### config.mk
export PLATFORM = sky130hd
export DESIGN_NAME = vote_ctrl
export DESIGN_NICKNAME = d
export VERILOG_FILES = /design/src/rtl/vote_ctrl.sv
export SDC_FILE = /design/constraint.sdc
export NUM_CORES = 1
export LEC_CHECK = 0
export BUFFER_PORTS_ARGS = -buffer_cell sky130_fd_sc_hd__buf_2
export CORE_ASPECT_RATIO = 1.25
export CORE_MARGIN = 4
export CORE_UTILIZATION = 40
export DETAILED_ROUTE_END_ITERATION = 10
export PLACE_DENSITY = 0.56
export SLEW_MARGIN = 20
export SYNTH_ARGS = -nofsm -noshare
export SYNTH_HDL_FRONTEND = slang
export SYNTH_SLANG_ARGS = --single-unit
### constraint.sdc
create_clock -name CLK -period 6.1 [get_ports CLK]
set_clock_uncertainty 0.2 [all_clocks]
set_input_delay 0.305 -clock CLK [delete_from_list [all_inputs] [get_ports CLK]]
set_output_delay 0.305 -clock CLK [all_outputs]
set_load 0.03 [all_outputs]
### src/rtl/vote_ctrl.sv
// vote_ctrl: sequencing controller for the voting display's 7-segment decoder.
// Runs a power-up lamp test, blanks while idle, tallies one ballot per voter
// during a timed window, then holds the final count and a majority flag.
module vote_ctrl #(
  parameter int N_VOTERS    = 8,
  parameter int LT_CYCLES   = 4,
  parameter int WIN_CYCLES  = 16,
  parameter int HOLD_CYCLES = 8
) (
  input  logic                CLK,
  input  logic                n_CR,
  input  logic                start,
  input  logic [N_VOTERS-1:0] vote,
  output logic                n_T,
  output logic                n_M,
  output logic [3:0]          X,
  output logic                busy,
  output logic                pass
);

  typedef enum logic [1:0] {
    S_LAMP = 2'd0,
    S_IDLE = 2'd1,
    S_VOTE = 2'd2,
    S_SHOW = 2'd3
  } state_t;

  // One shared timer serves all timed states, so it is sized for the longest.
  localparam int T1   = (LT_CYCLES > WIN_CYCLES) ? LT_CYCLES : WIN_CYCLES;
  localparam int TMAX = (T1 > HOLD_CYCLES) ? T1 : HOLD_CYCLES;
  localparam int TW   = (TMAX > 1) ? $clog2(TMAX) : 1;

  localparam logic [TW-1:0] LT_LAST   = TW'(LT_CYCLES - 1);
  localparam logic [TW-1:0] WIN_LAST  = TW'(WIN_CYCLES - 1);
  localparam logic [TW-1:0] HOLD_LAST = TW'(HOLD_CYCLES - 1);

  state_t              state;
  logic [TW-1:0]       timer;
  logic [N_VOTERS-1:0] ballot;
  logic [N_VOTERS-1:0] vote_q;
  logic [N_VOTERS-1:0] rise;
  logic [N_VOTERS-1:0] ballot_nxt;

  // Number of set ballots; N_VOTERS <= 8 keeps this within 4 bits.
  function automatic logic [3:0] popcount(input logic [N_VOTERS-1:0] b);
    logic [3:0] c;
    c = '0;
    for (int i = 0; i < N_VOTERS; i++) c = c + {3'b000, b[i]};
    return c;
  endfunction

  // Decoder digit code; the table is a reflected code, not plain binary.
  function automatic logic [3:0] encode(input logic [3:0] n);
    logic [3:0] code;
    case (n)
      4'd0:    code = 4'b0000;
      4'd1:    code = 4'b0001;
      4'd2:    code = 4'b0011;
      4'd3:    code = 4'b0010;
      4'd4:    code = 4'b0110;
      4'd5:    code = 4'b0111;
      4'd6:    code = 4'b0101;
      4'd7:    code = 4'b0100;
      4'd8:    code = 4'b1100;
      default: code = 4'b1000;
    endcase
    return code;
  endfunction

  // Strict majority: a tie fails.
  function automatic logic majority(input logic [3:0] c);
    return (5'(c) << 1) > 5'(N_VOTERS);
  endfunction

  // Rising edges on voter buttons only register while the window is open.
  always_comb begin
    rise       = vote & ~vote_q;
    ballot_nxt = ballot;
    if (state == S_VOTE) ballot_nxt = ballot | rise;
  end

  // Previous-cycle copy of the buttons for edge detection, in every state.
  always_ff @(posedge CLK or negedge n_CR) begin
    if (!n_CR) vote_q <= '0;
    else       vote_q <= vote;
  end

  // Main sequencer: state, timer, ballots and all registered decoder outputs.
  always_ff @(posedge CLK or negedge n_CR) begin
    if (!n_CR) begin
      state  <= S_LAMP;
      timer  <= '0;
      ballot <= '0;
      n_T    <= 1'b0;
      n_M    <= 1'b1;
      X      <= 4'b0000;
      busy   <= 1'b1;
      pass   <= 1'b0;
    end else begin
      case (state)
        S_LAMP: begin
          if (timer == LT_LAST) begin
            state <= S_IDLE;
            timer <= '0;
            n_T   <= 1'b1;
            n_M   <= 1'b0;
            X     <= 4'b0000;
            busy  <= 1'b0;
            pass  <= 1'b0;
          end else begin
            timer <= timer + 1'b1;
          end
        end
        S_IDLE: begin
          if (start) begin
            state  <= S_VOTE;
            timer  <= '0;
            ballot <= '0;
            n_T    <= 1'b1;
            n_M    <= 1'b1;
            X      <= 4'b0000;
            busy   <= 1'b1;
            pass   <= 1'b0;
          end
        end
        S_VOTE: begin
          ballot <= ballot_nxt;
          if (timer == WIN_LAST) begin
            // A press on the final window edge must already show in SHOW.
            state <= S_SHOW;
            timer <= '0;
            X     <= encode(popcount(ballot_nxt));
            pass  <= majority(popcount(ballot_nxt));
          end else begin
            timer <= timer + 1'b1;
            X     <= encode(popcount(ballot));
          end
        end
        S_SHOW: begin
          if (timer == HOLD_LAST) begin
            state <= S_IDLE;
            timer <= '0;
            n_M   <= 1'b0;
            X     <= 4'b0000;
            busy  <= 1'b0;
            pass  <= 1'b0;
          end else begin
            timer <= timer + 1'b1;
            X     <= encode(popcount(ballot));
            pass  <= majority(popcount(ballot));
          end
        end
        default: begin
          state <= S_LAMP;
          timer <= '0;
        end
      endcase
    end
  end

endmodule
Word level (Yosys, flattened, before mapping)
Memory sizes are Yosys's and may differ from the RTL's.
Cells that the tools add are included.
- flip-flop bits (word level): 29
- memory bits (read-only): 192
- input port bits: 11
- output and inout bits: 8
- word-level logic and storage cells: 78
- memories: 3
- add/sub/neg operators: 15
- order comparisons: 2
- equal/unequal tests: 10
- multiplexer cells: 27
- bitwise logic cells: 3
- reduce and logical (&&, ||, !) cells: 10
- memories (memory ; depth ; bits a word ; rd ports ; clocked after Yosys merged registers in ; wr ports ; RTL line ; text):
    (no name shown) ; 16 ; 4 ; 1 ; 0 ; 0 ; 55 ; case (n)
    (no name shown) ; 16 ; 4 ; 1 ; 0 ; 0 ; 55 ;
    (no name shown) ; 16 ; 4 ; 1 ; 0 ; 0 ; 55 ;
- operators with widths (operator ; count):
    4-bit by 1-bit adder with 4-bit output ; 8
    4-bit one-hot mux with 4 select lines ; 2
    4-bit 2-to-1 mux ; 7
    8-bit 2-to-1 mux ; 2
    8-bit one-hot mux with 2 select lines ; 1
    5-bit by 4-bit greater-than comparator with 1-bit output (second input constant) ; 2
    3-bit by 1-bit adder with 4-bit output ; 2
    8-bit bitwise AND ; 1
    2-bit 2-to-1 mux ; 4
    8-bit NOT ; 1
    8-bit OR ; 1
    2-bit one-hot mux with 4 select lines ; 1
    4-bit AND reduction ; 2
    1-bit 2-to-1 mux ; 7
    2-bit by 1-bit adder with 3-bit output ; 2
    2-bit != test (second input constant) ; 3
    3-bit AND reduction ; 2
    1-bit by 1-bit adder with 2-bit output ; 2
    4-bit by 1-bit adder with 4-bit output (second input constant) ; 1
    2-bit equality test (second input constant) ; 2
    4-bit by 2-bit equality test with 1-bit output (second input constant) ; 1
    4-bit by 3-bit equality test with 1-bit output (second input constant) ; 1
    4-bit equality test (second input constant) ; 1
    1-bit one-hot mux with 4 select lines ; 1
    other kinds (8) ; 10

Depth between registers and ports, before layout
Gate-level depths: netlist (run 1).
- word-level depth: 14
- gate-level depth with buffers: 16

Worst setup path after synthesis (run 1)
OpenSTA, ideal clock, no wires.
- kind: register to register
- from: reg state[0]
- to: reg X[2]
- library setup time: 0.135 ns
- data arrival time: 3.959 ns
- required time: 5.765 ns
- path slack: 1.805 ns
- cell stages (with the launch flop): 17
- period minus slack after synthesis: 4.295 ns
- path through: dfrtp_1 inv_1 ha_1 clkbuf_1 a31oi_1 fa_1 fa_1 fa_1 inv_1 ha_1 inv_1 fa_1 ha_1 a21oi_1 o21ai_0 a21oi_1 o21ai_0
- longest elaborated chain between the ends: 12
- elaborated cells on any way between the ends: 18
- classes of those cells: add/sub: 7; eq/ne: 5; mux: 3; reduce/logical: 2; memory: 1
- RTL lines (element ; RTL line ; text):
    from (decl) ; 37 ; state_t state;
    from (signal assigned) ; 91 ; state <= S_LAMP;
    from (signal assigned) ; 103 ; state <= S_IDLE;
    from (signal assigned) ; 116 ; state <= S_VOTE;
    2-bit equality test ; 79, 100 ;
    8-bit 2-to-1 mux ; 79 ; if (state == S_VOTE) ballot_nxt = ballot | rise;
    1-bit by 1-bit adder with 2-bit output ; 48 ; for (int i = 0; i < N_VOTERS; i++) c = c + {3'b000, b[i]};
    2-bit by 1-bit adder with 3-bit output ; 48 ;
    3-bit by 1-bit adder with 4-bit output ; 48 ;
    4-bit by 1-bit adder with 4-bit output (4 in a row) ; 48 ;
    memory 16 x 4 bit ; n/a ;
    4-bit 2-to-1 mux ; 128 ; if (timer == WIN_LAST) begin
    4-bit one-hot mux with 4 select lines ; 100 ; case (state)
    to (signal assigned) ; 132 ; X <= encode(popcount(ballot_nxt));
    to (signal assigned) ; 136 ; X <= encode(popcount(ballot));
    to (signal assigned) ; 149 ; X <= encode(popcount(ballot));
    to (decl) ; 16 ; output logic [3:0] X,
Several ways; a longest one is shown, not always the timed one.
A chain may end at the register's enable or synchronous reset.

Final worst setup path (run 1)
Ends and elaborated chain as after synthesis.

==> results of run 1 <==
==> final cells by class <==
class                   instances  area, µm²
multi-input cells             126      963.4
clock buffers                   8      90.09
flip-flops and latches         29      726.9
fillers                       422       2253
well taps                      58      72.57
repair buffers                 27      180.2
inverters                      28      105.1
==> metrics by stage <==
step	power, mW	hold slack, ns
after floorplan	0.9066	-0.1906
after global placement	1.072	0.1606
after detailed placement	1.100	0.1630
after CTS	1.277	0.2014
after global routing	1.408	0.2452
final	1.258	0.2145
==> logic make-up (layout without fill, tap and decap cells) <==
logic type,count (synthesis),in the layout,synth area share
compound gates,50,50,0.1759
simple gates,45,45,0.1145
mux,3,3,0.02276
flops,29,29,0.4007
buf+inv,32,63,0.06828
fa+ha+maj,24,24,0.1986
xor+xnor,4,4,0.01931
==> timing repair <==
action / 4_1_cts / 5_1_grt
hold buffers: 9 / 0
hold endpoints to repair: 36 / 0
setup endpoints to repair: 0 / 0
buffers inserted: 0 / 0
==> worst min path at each step <==
stage,slack (ns),startpoint,endpoint
2_1_floorplan,-0.19,n_CR,X[0]
6_report,0.21,start,timer[1]
3_3_place_gp,0.16,n_CR,ballot[3]
5_1_grt,0.25,start,timer[2]
3_5_place_dp,0.16,n_CR,ballot[3]
4_1_cts,0.20,start,timer[1]
==> routing by layer <==
metal	part of all wire	routed length (µm)	up-vias
met4	0.013	47	0
li1	-	-	685
met2	0.49	1843	20
met5	0	0	-
met3	0.039	146	7
met1	0.46	1718	666
==> report_power, final <==
group          leakage (nW)  switching [mW]  internal [mW]
registers             0.360          0.0403          0.243
logic                 0.658           0.473          0.342
clock network        0.0455          0.0674         0.0918
total                  1.06           0.581          0.677
==> critical path, stage by stage (launching register included) <==
cell and delay (ns):
dfrtp_1 0.41, inv_1 0.12, ha_1 0.34, a31oi_1 0.32
fa_1 0.50, fa_1 0.52, fa_1 0.54, inv_1 0.04
ha_1 0.22, inv_1 0.08, fa_1 0.46, ha_1 0.22
a21oi_1 0.12, o21ai_0 0.09, a21oi_1 0.14, o21ai_0 0.09
==> cell usage after synthesis (2+ instances only) <==
cell	count	area (µm²)
a21o_1	5	37.54
a21oi_1	8	40.04
a21oi_2	2	17.52
a31oi_1	10	62.56
clkbuf_1	3	11.26
dfrtp_1	28	700.7
fa_1	8	160.2
ha_1	16	200.2
inv_1	28	105.1
mux2_4	2	30.03
nand2_1	24	90.09
nand2b_1	3	18.77
nand3_1	6	30.03
nor2_1	5	18.77
nor2b_1	2	12.51
o21a_1	2	15.01
o21ai_0	13	65.06
o21bai_1	2	15.01
xnor2_1	3	26.28
==> layout by cell type, fill, tap and decap left out, types with 3 or more instances in the layout <==
master / synthesis / final
nand3_1: 6 / 6
dlygate4sd3_1: 0 / 9
inv_1: 28 / 28
dfrtp_1: 28 / 28
buf_2: 0 / 18
nand2b_1: 3 / 3
a21oi_1: 8 / 8
nor2_1: 5 / 5
xnor2_1: 3 / 3
ha_1: 16 / 16
clkbuf_8: 0 / 6
o21ai_0: 13 / 13
a21o_1: 5 / 5
a31oi_1: 10 / 10
nand2_1: 24 / 24
fa_1: 8 / 8
==> registers in the layout (all words and copies together), names as in the netlist <==
name	count
n_T	1
busy	1
X	4
vote_q	8
pass	1
state	2
ballot	8
timer	4
==> metrics.yaml, run 1 <==
worst_setup_path:
  cp.arrival_ns: 4.48
  timing.rr.end: "X[2]"
  r2r-start: "state[0]"
  worstSetupPathType: "flip-flop to flip-flop"
  cp-start-kind: "flip-flop"
  crit_path_end: "X[2]"
  reg2reg_setup_slack_ns: 1.56
  reg2reg_depth: 15
  required_ns: 6.04
  crit_path_end_kind: "flip-flop"
  critPathLaunch: "state[0]"
  cp_max_fo: 9
hold_path:
  min-delay-path-class: "primary input to flip-flop"
  hold_path_depth: 4
clocking:
  postCtsResizedCells: 0
  cts_tree: "done"
  clk_pin_slew_ns: 0.06
  clock_path_buffers: 2
  clock_latency_ns: 0.27
  cts.sinks: 29
  cts_root_buf: "clkbuf_8"
  cts_buffers: 5
  h-tree-depth: 2
status:
  outcome: "complete, no violations"
finish:
  drive_gt1_frac: 0.1514
  design_area_mm2: 0.002138
  syn2layout_area_growth_pct: 17.86
  utilization: 0.4869
  diodes: 0
  fin_nets: 252
  finalNonFillerCells: 276
placed_design:
  pre_cts_slack_ns: 1.531
  gp_congestion: 0.8660
  io_buffer_count: 18
  placed_cells: 259
  hpwl_um: 2939
  dpl_cell_area_mm2: 0.001958
yosys:
  syn-cell-area_mm2: 0.001814
  synth_nets: 222
  yosysSeqAreaShare: 0.4007
  ys_warn_count: 0
  async_flop_share: 1.000
  synth-edff-count: 0
  synth_cells: 187
  ys_types: 36
  synth.avg_cell_area_um2: 9.702
  ys_ff_latch: 29
  synthFlopType: "dfrtp_1"
global_route:
  overflow: 0
  use_met3: 0.04330
  grt_max_degree: 30
  grt_pass1_vias: 1492
  gr-usage-met2: 0.2447
  grt_util_all_layers: 0.1565
  use_met1: 0.2047
  antenna_found_initial: 0
  grt-busiest-layer: "met2"
  grt_pass1_wl_um: 6768
routing:
  routed_via_density: 4.993
  drtIter0Drc: 57
  antenna_left: 0
  drt_wl_total_um: 3755
  first_pass_iters: 4
  post-route-drc-count: 0
  wl_per_cell_um: 13.61
  vias: 1378
sta:
  worstMarginPinSlew_ns: 0.6258
  finalSetupTns_ns: 0
  rsz0062_at_grt: "false"
  worst_slack_ns: 1.560
  drv_slew: 0
  min_period_ns: 4.540
  slew_headroom: 0.5828
  timing.fmax_mhz: 220.2
  finalHoldViolCount: 0
  setup_viol: 0
  timing.final.crit_share: 0.7443
floorplan:
  fp.dieH_um: 83.30
  dieWidth_um: 68.24
  io_pins: 19
  start_util: 0.4131
  coreArea_mm2: 0.004392
  rows: 27
  dieArea_mm2: 0.005684
power:
  p_leak_nw: 1.063
  peakVddDrop_uv: 303.3
  pwr_density_cell_mw_per_mm2: 588.2
run:
  maxCapViolCount: 0
(Power assumes the default switching activity.)
==> run 2, diff against run 1 <==
==> constraint.sdc (replaced) <==
create_clock -name CLK -period 4.7 [get_ports CLK]
set_clock_uncertainty 0.2 [all_clocks]
set_input_delay 0.235 -clock CLK [delete_from_list [all_inputs] [get_ports CLK]]
set_output_delay 0.235 -clock CLK [all_outputs]
set_load 0.03 [all_outputs]
==> run 2 against run 1 <==
Final cell count is the same. Combinational power grew 37%. Total power grew 34%. Die area is the same. Routed wire length grew 3.5%. Register-to-register slack lost 1.3 ns. Final area grew 2.0%. Clock-buffer cell count shrank 2. Clock power grew 24%. Sequential share of layout area shrank 0.68 points. Via count grew 1.5%.
==> metrics.yaml, run 2 (synthesized netlist as in run 1, its figures left out) <==
status:
  outcome: "complete, no violations"
clocking:
  h-tree-depth: 2
  cts.sinks: 29
  cts_tree: "done"
  clk_pin_slew_ns: 0.06
  cts_root_buf: "clkbuf_8"
  clock_path_buffers: 2
  clock_latency_ns: 0.28
  cts_setup_buffers: 0
  cts_buffers: 5
floorplan:
  rows: 27
  dieArea_mm2: 0.005684
  fp.dieH_um: 83.30
  coreArea_mm2: 0.004392
  start_util: 0.4131
  io_pins: 19
  dieWidth_um: 68.24
global_route:
  antenna_found_initial: 0
  grt_pass1_wl_um: 6941
  overflow: 0
  grt_util_all_layers: 0.1593
  grt_max_degree: 30
  grt_pass1_vias: 1508
worst_setup_path:
  r2r-start: "state[0]"
  cp-start-kind: "flip-flop"
  required_ns: 4.64
  cp_max_fo: 9
  timing.rr.end: "X[1]"
  reg2reg_depth: 15
  crit_path_end_kind: "flip-flop"
  reg2reg_setup_slack_ns: 0.25
  cp.arrival_ns: 4.40
  worstSetupPathType: "flip-flop to flip-flop"
routing:
  post-route-drc-count: 0
  drtIter0Drc: 44
  vias: 1398
  antenna_left: 0
  first_pass_iters: 4
  drt_wl_total_um: 3887
  routed_via_density: 5.065
  wl_per_cell_um: 14.08
finish:
  final_cell_mix: "dfrtp_1, inv_1, nand2_1"
  drive_gt1_frac: 0.1835
  syn2layout_area_growth_pct: 20.28
  finalNonFillerCells: 276
  diodes: 0
  fin_nets: 252
  reg_top3: "ballot (8), vote_q (8)"
  utilization: 0.4969
sta:
  drv_slew: 0
  setup_viol: 0
  worstMarginPinSlew_ns: 0.6338
  timing.final.crit_share: 0.9477
  timing.fmax_mhz: 224.5
  slew_headroom: 0.5775
  finalSetupTns_ns: 0
  hold_slack_ns: 0.1388
  finalHoldViolCount: 0
  min_period_ns: 4.454
run:
  maxCapViolCount: 0
power:
  p_total_mw: 1.690
  pwr_density_cell_mw_per_mm2: 774.6
  peakVddDrop_uv: 319.6
  p_leak_nw: 1.071
placed_design:
  io_buffer_count: 18
  placed_cells: 259
  gp_congestion: 0.8660
  hpwl_um: 2945
hold_path:
  min-delay-path-class: "primary input to flip-flop"
  hold_path.startpoint: "start"
  hold_end: "timer[1]"
  hold_path_depth: 4
run 2: worst max-delay path by stage:
| stage | from | to | slack, ns | depth (start not counted) |
|---|---|---|---|---|
| after detailed placement | state[0] | X[1] | 0.11 | 15 |
| after CTS | state[0] | X[1] | 0.06 | 15 |
| after global routing | state[0] | X[1] | -0.002 | 15 |
| after global placement | state[0] | X[2] | 0.26 | 15 |
| final | state[0] | X[1] | 0.25 | 15 |
| after floorplan | state[0] | X[2] | 0.41 | 16 |
run 2: cell type report:
class                   count  area, µm²
repair buffers             27      180.2
multi-input cells         126       1015
well taps                  58      72.57
fillers                   433       2210
inverters                  28      105.1
clock buffers               6      72.57
clock inverters             2      10.01
flip-flops and latches     29      726.9
run 2: worst max-delay path, stage by stage (launching register included):
cell	delay (ns)
dfrtp_1	0.42
inv_1	0.16
ha_4	0.24
a31oi_2	0.26
fa_1	0.48
fa_1	0.52
fa_1	0.55
inv_1	0.04
ha_1	0.22
inv_1	0.08
fa_1	0.47
xnor2_2	0.18
nand3_1	0.09
o21ai_0	0.08
a22oi_1	0.20
o21ai_0	0.11
run 2: repair_timing:
item | in CTS | in global routing
hold endpoints to repair | 36 | 0
gates resized for setup | 0 | 8
endpoints found under the setup margin | 0 | 4
hold buffers | 9 | 0
run 2: power by group:
part	leakage (nW)	internal [mW]	total (mW)	switching, mW
clock network	0.0450	0.102	0.197	0.0945
logic	0.666	0.482	1.12	0.642
registers	0.360	0.315	0.370	0.0551
run 2: per-layer routing:
layer  GRT usage  share of wire  vias to the layer above
li1            -              -                      688
met1      0.2036           0.44                      672
met2      0.2518           0.49                       30
met3     0.05142          0.048                        8
met4     0.04702          0.019                        0
met5           0              0                        -
run 2: per-stage QoR:
step / setup slack, ns / instance area, µm²
3_5_place_dp: 0.1055 / 1958
5_1_grt: -0.001809 / 2182
4_1_cts: 0.06386 / 2131
3_3_place_gp: 0.2623 / 1958
6_report: 0.2456 / 2182
2_1_floorplan: 0.4054 / 1814
